===== src/rtl/riscv_ctrl_pkg.sv =====
// Shared definitions for the multi-cycle RISC-V control unit.
// Holds the decoded opcode constants, the controller state encoding and the
// encodings of every datapath select driven by the controller.
package riscv_ctrl_pkg;

    // Opcode field values recognised by the controller
    localparam logic [6:0] OP_LOAD  = 7'b0000011;
    localparam logic [6:0] OP_STORE = 7'b0100011;
    localparam logic [6:0] OP_RTYPE = 7'b0110011;
    localparam logic [6:0] OP_ITYPE = 7'b0010011;
    localparam logic [6:0] OP_BEQ   = 7'b1100011;
    localparam logic [6:0] OP_JAL   = 7'b1101111;
    localparam logic [6:0] OP_JALR  = 7'b1100111;
    localparam logic [6:0] OP_LUI   = 7'b0110111;

    typedef enum logic [3:0] {
        ST_FETCH    = 4'd0,
        ST_DECODE   = 4'd1,
        ST_MEMADR   = 4'd2,
        ST_MEMREAD  = 4'd3,
        ST_MEMWB    = 4'd4,
        ST_MEMWRITE = 4'd5,
        ST_EXECUTER = 4'd6,
        ST_EXECUTEI = 4'd7,
        ST_ALUWB    = 4'd8,
        ST_BEQ      = 4'd9,
        ST_JAL      = 4'd10,
        ST_JALR     = 4'd11,
        ST_LUI      = 4'd12
    } state_e;

    typedef enum logic [2:0] {
        IMM_I = 3'b000,
        IMM_S = 3'b001,
        IMM_B = 3'b010,
        IMM_J = 3'b011,
        IMM_U = 3'b100
    } imm_src_e;

    typedef enum logic [1:0] {
        SRC_A_PC    = 2'b00,
        SRC_A_OLDPC = 2'b01,
        SRC_A_RS1   = 2'b10,
        SRC_A_ZERO  = 2'b11
    } alu_src_a_e;

    typedef enum logic [1:0] {
        SRC_B_RS2  = 2'b00,
        SRC_B_IMM  = 2'b01,
        SRC_B_FOUR = 2'b10
    } alu_src_b_e;

    typedef enum logic [1:0] {
        ALU_ADD   = 2'b00,
        ALU_SUB   = 2'b01,
        ALU_FUNCT = 2'b10
    } alu_op_e;

    typedef enum logic [1:0] {
        RES_ALUOUT = 2'b00,
        RES_RDATA  = 2'b01,
        RES_ALU    = 2'b10
    } result_src_e;

endpackage


===== src/rtl/multicycle_control_fsm_if.sv =====
// Bundle between the multi-cycle controller and the datapath / memory port.
//   op, zero, mem_ready         : status from instruction register, ALU, memory
//   mem_req, mem_write, adr_src : unified memory port request and address select
//   ir_write, pc_write, reg_write, illegal_op : datapath strobes
//   alu_src_a/b, alu_op, result_src, imm_src  : datapath selects
// master = controller side, slave = datapath side.
interface multicycle_control_fsm_if;
    logic [6:0] op;
    logic       zero;
    logic       mem_ready;
    logic       mem_req;
    logic       mem_write;
    logic       adr_src;
    logic       ir_write;
    logic       pc_write;
    logic       reg_write;
    logic [1:0] alu_src_a;
    logic [1:0] alu_src_b;
    logic [1:0] alu_op;
    logic [1:0] result_src;
    logic [2:0] imm_src;
    logic       illegal_op;

    modport master (
        input  op, zero, mem_ready,
        output mem_req, mem_write, adr_src, ir_write, pc_write, reg_write,
               alu_src_a, alu_src_b, alu_op, result_src, imm_src, illegal_op
    );

    modport slave (
        output op, zero, mem_ready,
        input  mem_req, mem_write, adr_src, ir_write, pc_write, reg_write,
               alu_src_a, alu_src_b, alu_op, result_src, imm_src, illegal_op
    );
endinterface


===== src/rtl/imm_src_decoder.sv =====
// Combinational opcode decoder: immediate format select plus opcode-legal flag.
//   op       in  7  opcode field
//   imm_src  out 3  immediate format (I/S/B/J/U); unknown or disabled opcodes give I
//   op_legal out 1  opcode is implemented in this configuration
module imm_src_decoder
    import riscv_ctrl_pkg::*;
#(
    parameter bit ENABLE_JALR = 1'b1,
    parameter bit ENABLE_LUI  = 1'b1
) (
    input  logic [6:0] op,
    output logic [2:0] imm_src,
    output logic       op_legal
);

    // Map opcode to immediate format and legality
    always_comb begin
        imm_src  = IMM_I;
        op_legal = 1'b0;
        case (op)
            OP_LOAD, OP_ITYPE, OP_RTYPE: begin
                imm_src  = IMM_I;
                op_legal = 1'b1;
            end
            OP_STORE: begin
                imm_src  = IMM_S;
                op_legal = 1'b1;
            end
            OP_BEQ: begin
                imm_src  = IMM_B;
                op_legal = 1'b1;
            end
            OP_JAL: begin
                imm_src  = IMM_J;
                op_legal = 1'b1;
            end
            OP_JALR: begin
                imm_src  = IMM_I;
                op_legal = ENABLE_JALR;
            end
            OP_LUI: begin
                // a disabled lui decodes like any unknown opcode
                if (ENABLE_LUI) begin
                    imm_src  = IMM_U;
                    op_legal = 1'b1;
                end else begin
                    imm_src  = IMM_I;
                    op_legal = 1'b0;
                end
            end
            default: begin
                imm_src  = IMM_I;
                op_legal = 1'b0;
            end
        endcase
    end

endmodule


===== src/rtl/multicycle_control_fsm.sv =====
// Multi-cycle RISC-V control unit. Sequences each instruction through
// fetch/decode/execute/memory/writeback, sharing one ALU and one memory port
// with a ready handshake.
//   clk   in  rising-edge clock
//   rst_n in  asynchronous active-low reset; forces FETCH and blanks all strobes
//   bus   master side of multicycle_control_fsm_if (status in, controls out)
// Parameters: ENABLE_JALR, ENABLE_LUI enable those opcodes; MEM_HANDSHAKE=0
// treats mem_ready as permanently high.
module multicycle_control_fsm
    import riscv_ctrl_pkg::*;
#(
    parameter bit ENABLE_JALR   = 1'b1,
    parameter bit ENABLE_LUI    = 1'b1,
    parameter bit MEM_HANDSHAKE = 1'b1
) (
    input  logic                            clk,
    input  logic                            rst_n,
    multicycle_control_fsm_if.master        bus
);

    state_e      state_r;
    state_e      state_next_s;
    logic        mem_ready_s;
    logic        op_legal_s;
    logic [2:0]  imm_src_s;
    logic        mem_req_s;
    logic        mem_write_s;
    logic        adr_src_s;
    logic        ir_write_s;
    logic        pc_update_s;
    logic        branch_s;
    logic        reg_write_s;
    logic        illegal_op_s;
    alu_src_a_e  alu_src_a_s;
    alu_src_b_e  alu_src_b_s;
    alu_op_e     alu_op_s;
    result_src_e result_src_s;

    imm_src_decoder #(
        .ENABLE_JALR (ENABLE_JALR),
        .ENABLE_LUI  (ENABLE_LUI)
    ) u_imm_src_decoder (
        .op       (bus.op),
        .imm_src  (imm_src_s),
        .op_legal (op_legal_s)
    );

    assign mem_ready_s = MEM_HANDSHAKE ? bus.mem_ready : 1'b1;

    // State register; reset lands in FETCH so the first request follows release
    always_ff @(posedge clk or negedge rst_n) begin
        if (!rst_n) begin
            state_r <= ST_FETCH;
        end else begin
            state_r <= state_next_s;
        end
    end

    // Next-state and Moore outputs per state
    always_comb begin
        state_next_s = state_r;
        mem_req_s    = 1'b0;
        mem_write_s  = 1'b0;
        adr_src_s    = 1'b0;
        ir_write_s   = 1'b0;
        pc_update_s  = 1'b0;
        branch_s     = 1'b0;
        reg_write_s  = 1'b0;
        illegal_op_s = 1'b0;
        alu_src_a_s  = SRC_A_PC;
        alu_src_b_s  = SRC_B_RS2;
        alu_op_s     = ALU_ADD;
        result_src_s = RES_ALUOUT;
        case (state_r)
            ST_FETCH: begin
                mem_req_s    = 1'b1;
                alu_src_b_s  = SRC_B_FOUR;
                result_src_s = RES_ALU;
                // IR and PC+4 are only captured once the instruction word arrives
                if (mem_ready_s) begin
                    ir_write_s   = 1'b1;
                    pc_update_s  = 1'b1;
                    state_next_s = ST_DECODE;
                end else begin
                    state_next_s = ST_FETCH;
                end
            end
            ST_DECODE: begin
                // ALU precomputes oldPC + imm for beq / jal
                alu_src_a_s = SRC_A_OLDPC;
                alu_src_b_s = SRC_B_IMM;
                if (!op_legal_s) begin
                    illegal_op_s = 1'b1;
                    state_next_s = ST_FETCH;
                end else begin
                    case (bus.op)
                        OP_LOAD, OP_STORE: state_next_s = ST_MEMADR;
                        OP_RTYPE:          state_next_s = ST_EXECUTER;
                        OP_ITYPE:          state_next_s = ST_EXECUTEI;
                        OP_BEQ:            state_next_s = ST_BEQ;
                        OP_JAL:            state_next_s = ST_JAL;
                        OP_JALR:           state_next_s = ST_JALR;
                        OP_LUI:            state_next_s = ST_LUI;
                        default:           state_next_s = ST_FETCH;
                    endcase
                end
            end
            ST_MEMADR: begin
                alu_src_a_s = SRC_A_RS1;
                alu_src_b_s = SRC_B_IMM;
                if (bus.op == OP_STORE) begin
                    state_next_s = ST_MEMWRITE;
                end else begin
                    state_next_s = ST_MEMREAD;
                end
            end
            ST_MEMREAD: begin
                mem_req_s = 1'b1;
                adr_src_s = 1'b1;
                if (mem_ready_s) begin
                    state_next_s = ST_MEMWB;
                end else begin
                    state_next_s = ST_MEMREAD;
                end
            end
            ST_MEMWB: begin
                result_src_s = RES_RDATA;
                reg_write_s  = 1'b1;
                state_next_s = ST_FETCH;
            end
            ST_MEMWRITE: begin
                mem_req_s   = 1'b1;
                mem_write_s = 1'b1;
                adr_src_s   = 1'b1;
                if (mem_ready_s) begin
                    state_next_s = ST_FETCH;
                end else begin
                    state_next_s = ST_MEMWRITE;
                end
            end
            ST_EXECUTER: begin
                alu_src_a_s  = SRC_A_RS1;
                alu_src_b_s  = SRC_B_RS2;
                alu_op_s     = ALU_FUNCT;
                state_next_s = ST_ALUWB;
            end
            ST_EXECUTEI: begin
                alu_src_a_s  = SRC_A_RS1;
                alu_src_b_s  = SRC_B_IMM;
                alu_op_s     = ALU_FUNCT;
                state_next_s = ST_ALUWB;
            end
            ST_ALUWB: begin
                result_src_s = RES_ALUOUT;
                reg_write_s  = 1'b1;
                state_next_s = ST_FETCH;
            end
            ST_BEQ: begin
                alu_src_a_s  = SRC_A_RS1;
                alu_src_b_s  = SRC_B_RS2;
                alu_op_s     = ALU_SUB;
                result_src_s = RES_ALUOUT;
                branch_s     = 1'b1;
                state_next_s = ST_FETCH;
            end
            ST_JAL: begin
                // ALUOut holds the target; ALU forms the link value oldPC + 4
                alu_src_a_s  = SRC_A_OLDPC;
                alu_src_b_s  = SRC_B_FOUR;
                alu_op_s     = ALU_ADD;
                result_src_s = RES_ALUOUT;
                pc_update_s  = 1'b1;
                state_next_s = ST_ALUWB;
            end
            ST_JALR: begin
                // rs1 + imm overwrites ALUOut, then JAL reuses the jump path
                alu_src_a_s  = SRC_A_RS1;
                alu_src_b_s  = SRC_B_IMM;
                state_next_s = ST_JAL;
            end
            ST_LUI: begin
                alu_src_a_s  = SRC_A_ZERO;
                alu_src_b_s  = SRC_B_IMM;
                state_next_s = ST_ALUWB;
            end
            default: begin
                state_next_s = ST_FETCH;
            end
        endcase
    end

    // Strobes are blanked while reset is held; the selects already show FETCH values
    assign bus.mem_req    = rst_n & mem_req_s;
    assign bus.mem_write  = rst_n & mem_write_s;
    assign bus.ir_write   = rst_n & ir_write_s;
    assign bus.pc_write   = rst_n & (pc_update_s | (branch_s & bus.zero));
    assign bus.reg_write  = rst_n & reg_write_s;
    assign bus.illegal_op = rst_n & illegal_op_s;
    assign bus.adr_src    = adr_src_s;
    assign bus.alu_src_a  = alu_src_a_s;
    assign bus.alu_src_b  = alu_src_b_s;
    assign bus.alu_op     = alu_op_s;
    assign bus.result_src = result_src_s;
    assign bus.imm_src    = imm_src_s;

endmodule


===== src/flat_wrapper.sv =====
// flat-port wrapper written by rule: the top's interface ports become plain ports
module multicycle_control_fsm_flat import riscv_ctrl_pkg::*;
#(
    parameter bit ENABLE_JALR   = 1'b1,
    parameter bit ENABLE_LUI    = 1'b1,
    parameter bit MEM_HANDSHAKE = 1'b1
)
  (clk, rst_n, bus_op, bus_zero, bus_mem_ready, bus_mem_req, bus_mem_write, bus_adr_src, bus_ir_write, bus_pc_write, bus_reg_write, bus_alu_src_a, bus_alu_src_b, bus_alu_op, bus_result_src, bus_imm_src, bus_illegal_op);
  multicycle_control_fsm_if bus_i ();
  input  logic clk;
  input  logic rst_n;
  input wire logic [$bits(bus_i.op)-1:0] bus_op;
  input wire logic [$bits(bus_i.zero)-1:0] bus_zero;
  input wire logic [$bits(bus_i.mem_ready)-1:0] bus_mem_ready;
  output wire logic [$bits(bus_i.mem_req)-1:0] bus_mem_req;
  output wire logic [$bits(bus_i.mem_write)-1:0] bus_mem_write;
  output wire logic [$bits(bus_i.adr_src)-1:0] bus_adr_src;
  output wire logic [$bits(bus_i.ir_write)-1:0] bus_ir_write;
  output wire logic [$bits(bus_i.pc_write)-1:0] bus_pc_write;
  output wire logic [$bits(bus_i.reg_write)-1:0] bus_reg_write;
  output wire logic [$bits(bus_i.alu_src_a)-1:0] bus_alu_src_a;
  output wire logic [$bits(bus_i.alu_src_b)-1:0] bus_alu_src_b;
  output wire logic [$bits(bus_i.alu_op)-1:0] bus_alu_op;
  output wire logic [$bits(bus_i.result_src)-1:0] bus_result_src;
  output wire logic [$bits(bus_i.imm_src)-1:0] bus_imm_src;
  output wire logic [$bits(bus_i.illegal_op)-1:0] bus_illegal_op;
  assign bus_i.op = bus_op;
  assign bus_i.zero = bus_zero;
  assign bus_i.mem_ready = bus_mem_ready;
  assign bus_mem_req = bus_i.mem_req;
  assign bus_mem_write = bus_i.mem_write;
  assign bus_adr_src = bus_i.adr_src;
  assign bus_ir_write = bus_i.ir_write;
  assign bus_pc_write = bus_i.pc_write;
  assign bus_reg_write = bus_i.reg_write;
  assign bus_alu_src_a = bus_i.alu_src_a;
  assign bus_alu_src_b = bus_i.alu_src_b;
  assign bus_alu_op = bus_i.alu_op;
  assign bus_result_src = bus_i.result_src;
  assign bus_imm_src = bus_i.imm_src;
  assign bus_illegal_op = bus_i.illegal_op;
  multicycle_control_fsm #(.ENABLE_JALR(ENABLE_JALR), .ENABLE_LUI(ENABLE_LUI), .MEM_HANDSHAKE(MEM_HANDSHAKE)) u_core (.clk(clk), .rst_n(rst_n), .bus(bus_i));
endmodule

===== config.mk =====
export PLATFORM = sky130hd
export DESIGN_NAME = multicycle_control_fsm_flat
export DESIGN_NICKNAME = d
export VERILOG_FILES = /design/src/rtl/riscv_ctrl_pkg.sv /design/src/rtl/multicycle_control_fsm_if.sv /design/src/rtl/imm_src_decoder.sv /design/src/rtl/multicycle_control_fsm.sv /design/src/flat_wrapper.sv
export SDC_FILE = /design/constraint.sdc
export NUM_CORES = 1
export LEC_CHECK = 0
export BUFFER_PORTS_ARGS = -buffer_cell sky130_fd_sc_hd__buf_2
export CORE_ASPECT_RATIO = 1.25
export CORE_UTILIZATION = 28
export DETAILED_ROUTE_END_ITERATION = 10
export PLACE_DENSITY_LB_ADDON = 0.25
export REMOVE_ABC_BUFFERS = 1
export SYNTH_ARGS = -nofsm -noshare
export SYNTH_HDL_FRONTEND = slang
export SYNTH_HIERARCHICAL = 1
export SYNTH_SLANG_ARGS = --single-unit

===== constraint.sdc =====
create_clock -name clk -period 1.4 [get_ports clk]
set_input_delay 0.14 -clock clk [delete_from_list [all_inputs] [get_ports clk]]
set_output_delay 0.14 -clock clk [all_outputs]
set_load 0.05 [all_outputs]

==> results.sh <==
export IMPL_result_of_the_run="finished with violations"
export IMPL_violations="negative setup slack"
export IMPL_overflow_after_grt=0
export IMPL_final_max_slew_violation_count=0
export IMPL_timing_final_crit_period_ps=1630
export IMPL_antenna_found_initial=0
export IMPL_grt_max_degree=12
export IMPL_route_detailed_drc=0
export IMPL_worst_path_dominant_cell_family="flip-flops"
export IMPL_grt_use_total=0.179
export IMPL_synth_commonest_cells="nand3_1 (6), nor2b_1 (6), nand2b_1 (5), nor3_1 (5)"
export IMPL_cts_made_buffers=3
export IMPL_post_synth_top_area_cell="dfrtp_1"
export IMPL_seq_area_um2=104
export IMPL_cts_htree_levels=1
export IMPL_wl_per_cell_um=15.3
export IMPL_non_filler_instance_count_after_layout=195
export IMPL_power_sequential_fraction=0.194
export IMPL_core_area_um2=2530
export IMPL_largest_reg_flops=4
export IMPL_layout_drive_gt1_share=0.593
export IMPL_clock_sinks=4
export IMPL_gp_congestion=0.783
export IMPL_portbufs=28
export IMPL_detailedRoute_firstIterationViolations=30
export IMPL_fin_setup_tns_ps=-2380
export IMPL_worst_hold_slack_ps=253
export IMPL_comb_power_share=0.573
export IMPL_worst_endpoint_arrival_ps=1490
export IMPL_tritoncts="built"
export IMPL_yosysSeqAreaShare=0.130
export IMPL_clock_insertion_delay_worst_skew_ps=250
export IMPL_max_slew_worst_pin_slew_ps=320
export IMPL_synth_top_cells_by_area="dfrtp_1 (13%), nor2b_1 (4.9%), and3b_1 (4.5%)"
export IMPL_finalSetupViolations=19
export IMPL_vias=1054
export IMPL_cts_buffer_depth=2
export IMPL_grt_setup_unrepaired="yes"
export IMPL_ys_warn_count=6
export IMPL_reg_largest_list="u_core/state_r x4"
export IMPL_drt_antenna_violating_nets=0
export IMPL_grt_pass1_vias=883
export IMPL_worstPathMaxFanout=5
export IMPL_num_antenna_cells=0
export IMPL_grt_pass1_wl_um=4010
export IMPL_cp_cell_sequence="buf_6, nor2b_4, nor3_2, o31ai_2, buf_6"
export IMPL_crit_path_end_kind="primary output"
export IMPL_max_cap_violations=0
export IMPL_post_place_cells=177
export IMPL_post_synthesis_cell_count=102
export IMPL_swShare=0.418
export IMPL_synth_distinct_cells=46
export IMPL_crit_path_frequent_cell="buf_6"
export IMPL_largest_register="u_core/state_r"
export IMPL_die_height_um=60.7
export IMPL_cts_root_buf="clkbuf_4"
export IMPL_final_critical_path_setup_slack_ps=-226
export IMPL_fmax_ghz=0.615
export IMPL_placed_cell_area_um2=1070
export IMPL_p_leak_uw=0.000677
export IMPL_syn_cell_area_um2=771
export IMPL_areaGrowthSynthToFinish_pct=97.6
export IMPL_synth_seq_cells=4
export IMPL_ioPinCount=29
export IMPL_cts_reportedPaths_clkPinSlew_ps=30
export IMPL_internal_power_uw=379
export IMPL_final_period_utilization=1.16
export IMPL_layout_filler_cells=211
export IMPL_design_final_nets=175
export IMPL_synth_enable_flop_cells=0
export IMPL_die_area_um2=2970
export IMPL_startpoint_class_of_the_critical_path="flop"
export IMPL_max_slew_margin_rel=0.785
export IMPL_yosysTopAreaCellShare=0.130
export IMPL_synth_async_sr_flop_share=1.00
export IMPL_peakVddDrop_mv=0.247
export IMPL_multiInputGateArea_um2=766
export IMPL_worst_ep_required_time_ps=1260
export IMPL_ys_flop_type="dfrtp_1"
export IMPL_avg_synthesized_cell_area_um2=7.56
export IMPL_crit_path_top_delay_cell="dfrtp_2"
export IMPL_p_sw_uw=271
export IMPL_final_area_um2=1520
export IMPL_power_density_nw_per_um2=427
export IMPL_chipWidth_um=48.9
export IMPL_clock_skew_ps=10.9
export IMPL_initial_core_util=0.305
export IMPL_critPathMaxStageDelay_ps=440
export IMPL_p_clk_frac=0.233
export IMPL_final_hold_violation_count=0
export IMPL_finalWirelength_um=2990
export IMPL_post_drt_via_cell_ratio=5.41
export IMPL_worst_hold_check_path_type="in -> reg"
export IMPL_drt_first_pass_iters=4
export IMPL_worst_setup_path_type="reg -> out"
export IMPL_worst_path_buf_inv=2
export IMPL_hpwlAfterDp_um=1790
export IMPL_core_rowCount=20
==> worst paths after layout <==
kind	slack, ps	startpoint	cells past startpoint	endpoint
max	-230	u_core/state_r[0]	5	bus_alu_src_b[0]
min	250	bus_op[5]	3	u_core/state_r[3]
max reg2reg	-70	u_core/state_r[1]	5	u_core/state_r[2]
min reg2reg	770	u_core/state_r[3]	4	u_core/state_r[1]
max in group asynchronous	820	rst_n	2	u_core/state_r[0]
min in group asynchronous	360	rst_n	2	u_core/state_r[2]
==> metal layers <==
layer / wire length [um] / track usage / share of wire
met3: 79 / 0.0226 / 0.026
met5: 0 / 0 / 0
met1: 1170 / 0.194 / 0.39
met2: 1690 / 0.337 / 0.57
met4: 51 / 0.113 / 0.017
==> power by group through the flow <==
stage | Sequential, uW | Combinational, uW | Clock, uW
floorplan | 135 | 159 | 0
global placement | 124 | 261 | 0
detailed placement | 124 | 265 | 0
CTS | 123 | 300 | 158
global route | 126 | 394 | 174
finish | 126 | 373 | 152
==> worst min-delay path: cells and delay by family <==
kind	cells	cell delay (ps)
buf+inv	1	160
simple gates	1	80
compound gates	1	60
==> through the flow <==
step	setup WS (ps)	total power, uW	util
finish	-226	650	0.602
CTS	-216	582	0.482
detailed placement	-63.9	390	0.425
global placement	-80.9	385	0.425
global route	-302	693	0.602
floorplan	-934	294	-
==> logic make-up (layout without fill, tap and decap cells) <==
logic type      count (synthesis)  count (layout)  synth area share
flops                           4               4             0.130
compound gates                 26              26             0.231
xor+xnor                        4               4            0.0455
buf+inv                        10              70            0.0763
simple gates                   58              58             0.518
==> final cells by class <==
class                   instances  share of cell area
multi-input cells              88               0.503
repair buffers                 64               0.377
flip-flops and latches          4              0.0682
well taps                      33              0.0271
clock buffers                   3              0.0148
inverters                       3             0.00986
==> cells in the final DEF, fill, tap and decap left out, drive strengths merged, types with 2 or more instances in the layout <==
cell	n
nand4b	3
nor2b	6
a22oi	2
nor3b	5
nand2b	5
and3	3
xor2	3
a31oi	3
and4	2
nor3	5
nand2	4
a211oi	2
dfrtp	4
o31ai	3
nor4b	3
a21oi	3
and3b	4
nand4	2
nand3	6
o21ai	6
nor2	5
clkbuf	3
buf	63
inv	2
==> repair_timing <==
item,in CTS,in global routing
setup buffers,2,13
gates cloned,0,1
hold buffers,1,0
pin swaps,0,20
setup endpoints to repair,18,18
gates resized for setup,31,54
endpoints found under the hold margin,4,0
No activity file was read; power rests on OpenSTA's default activity.
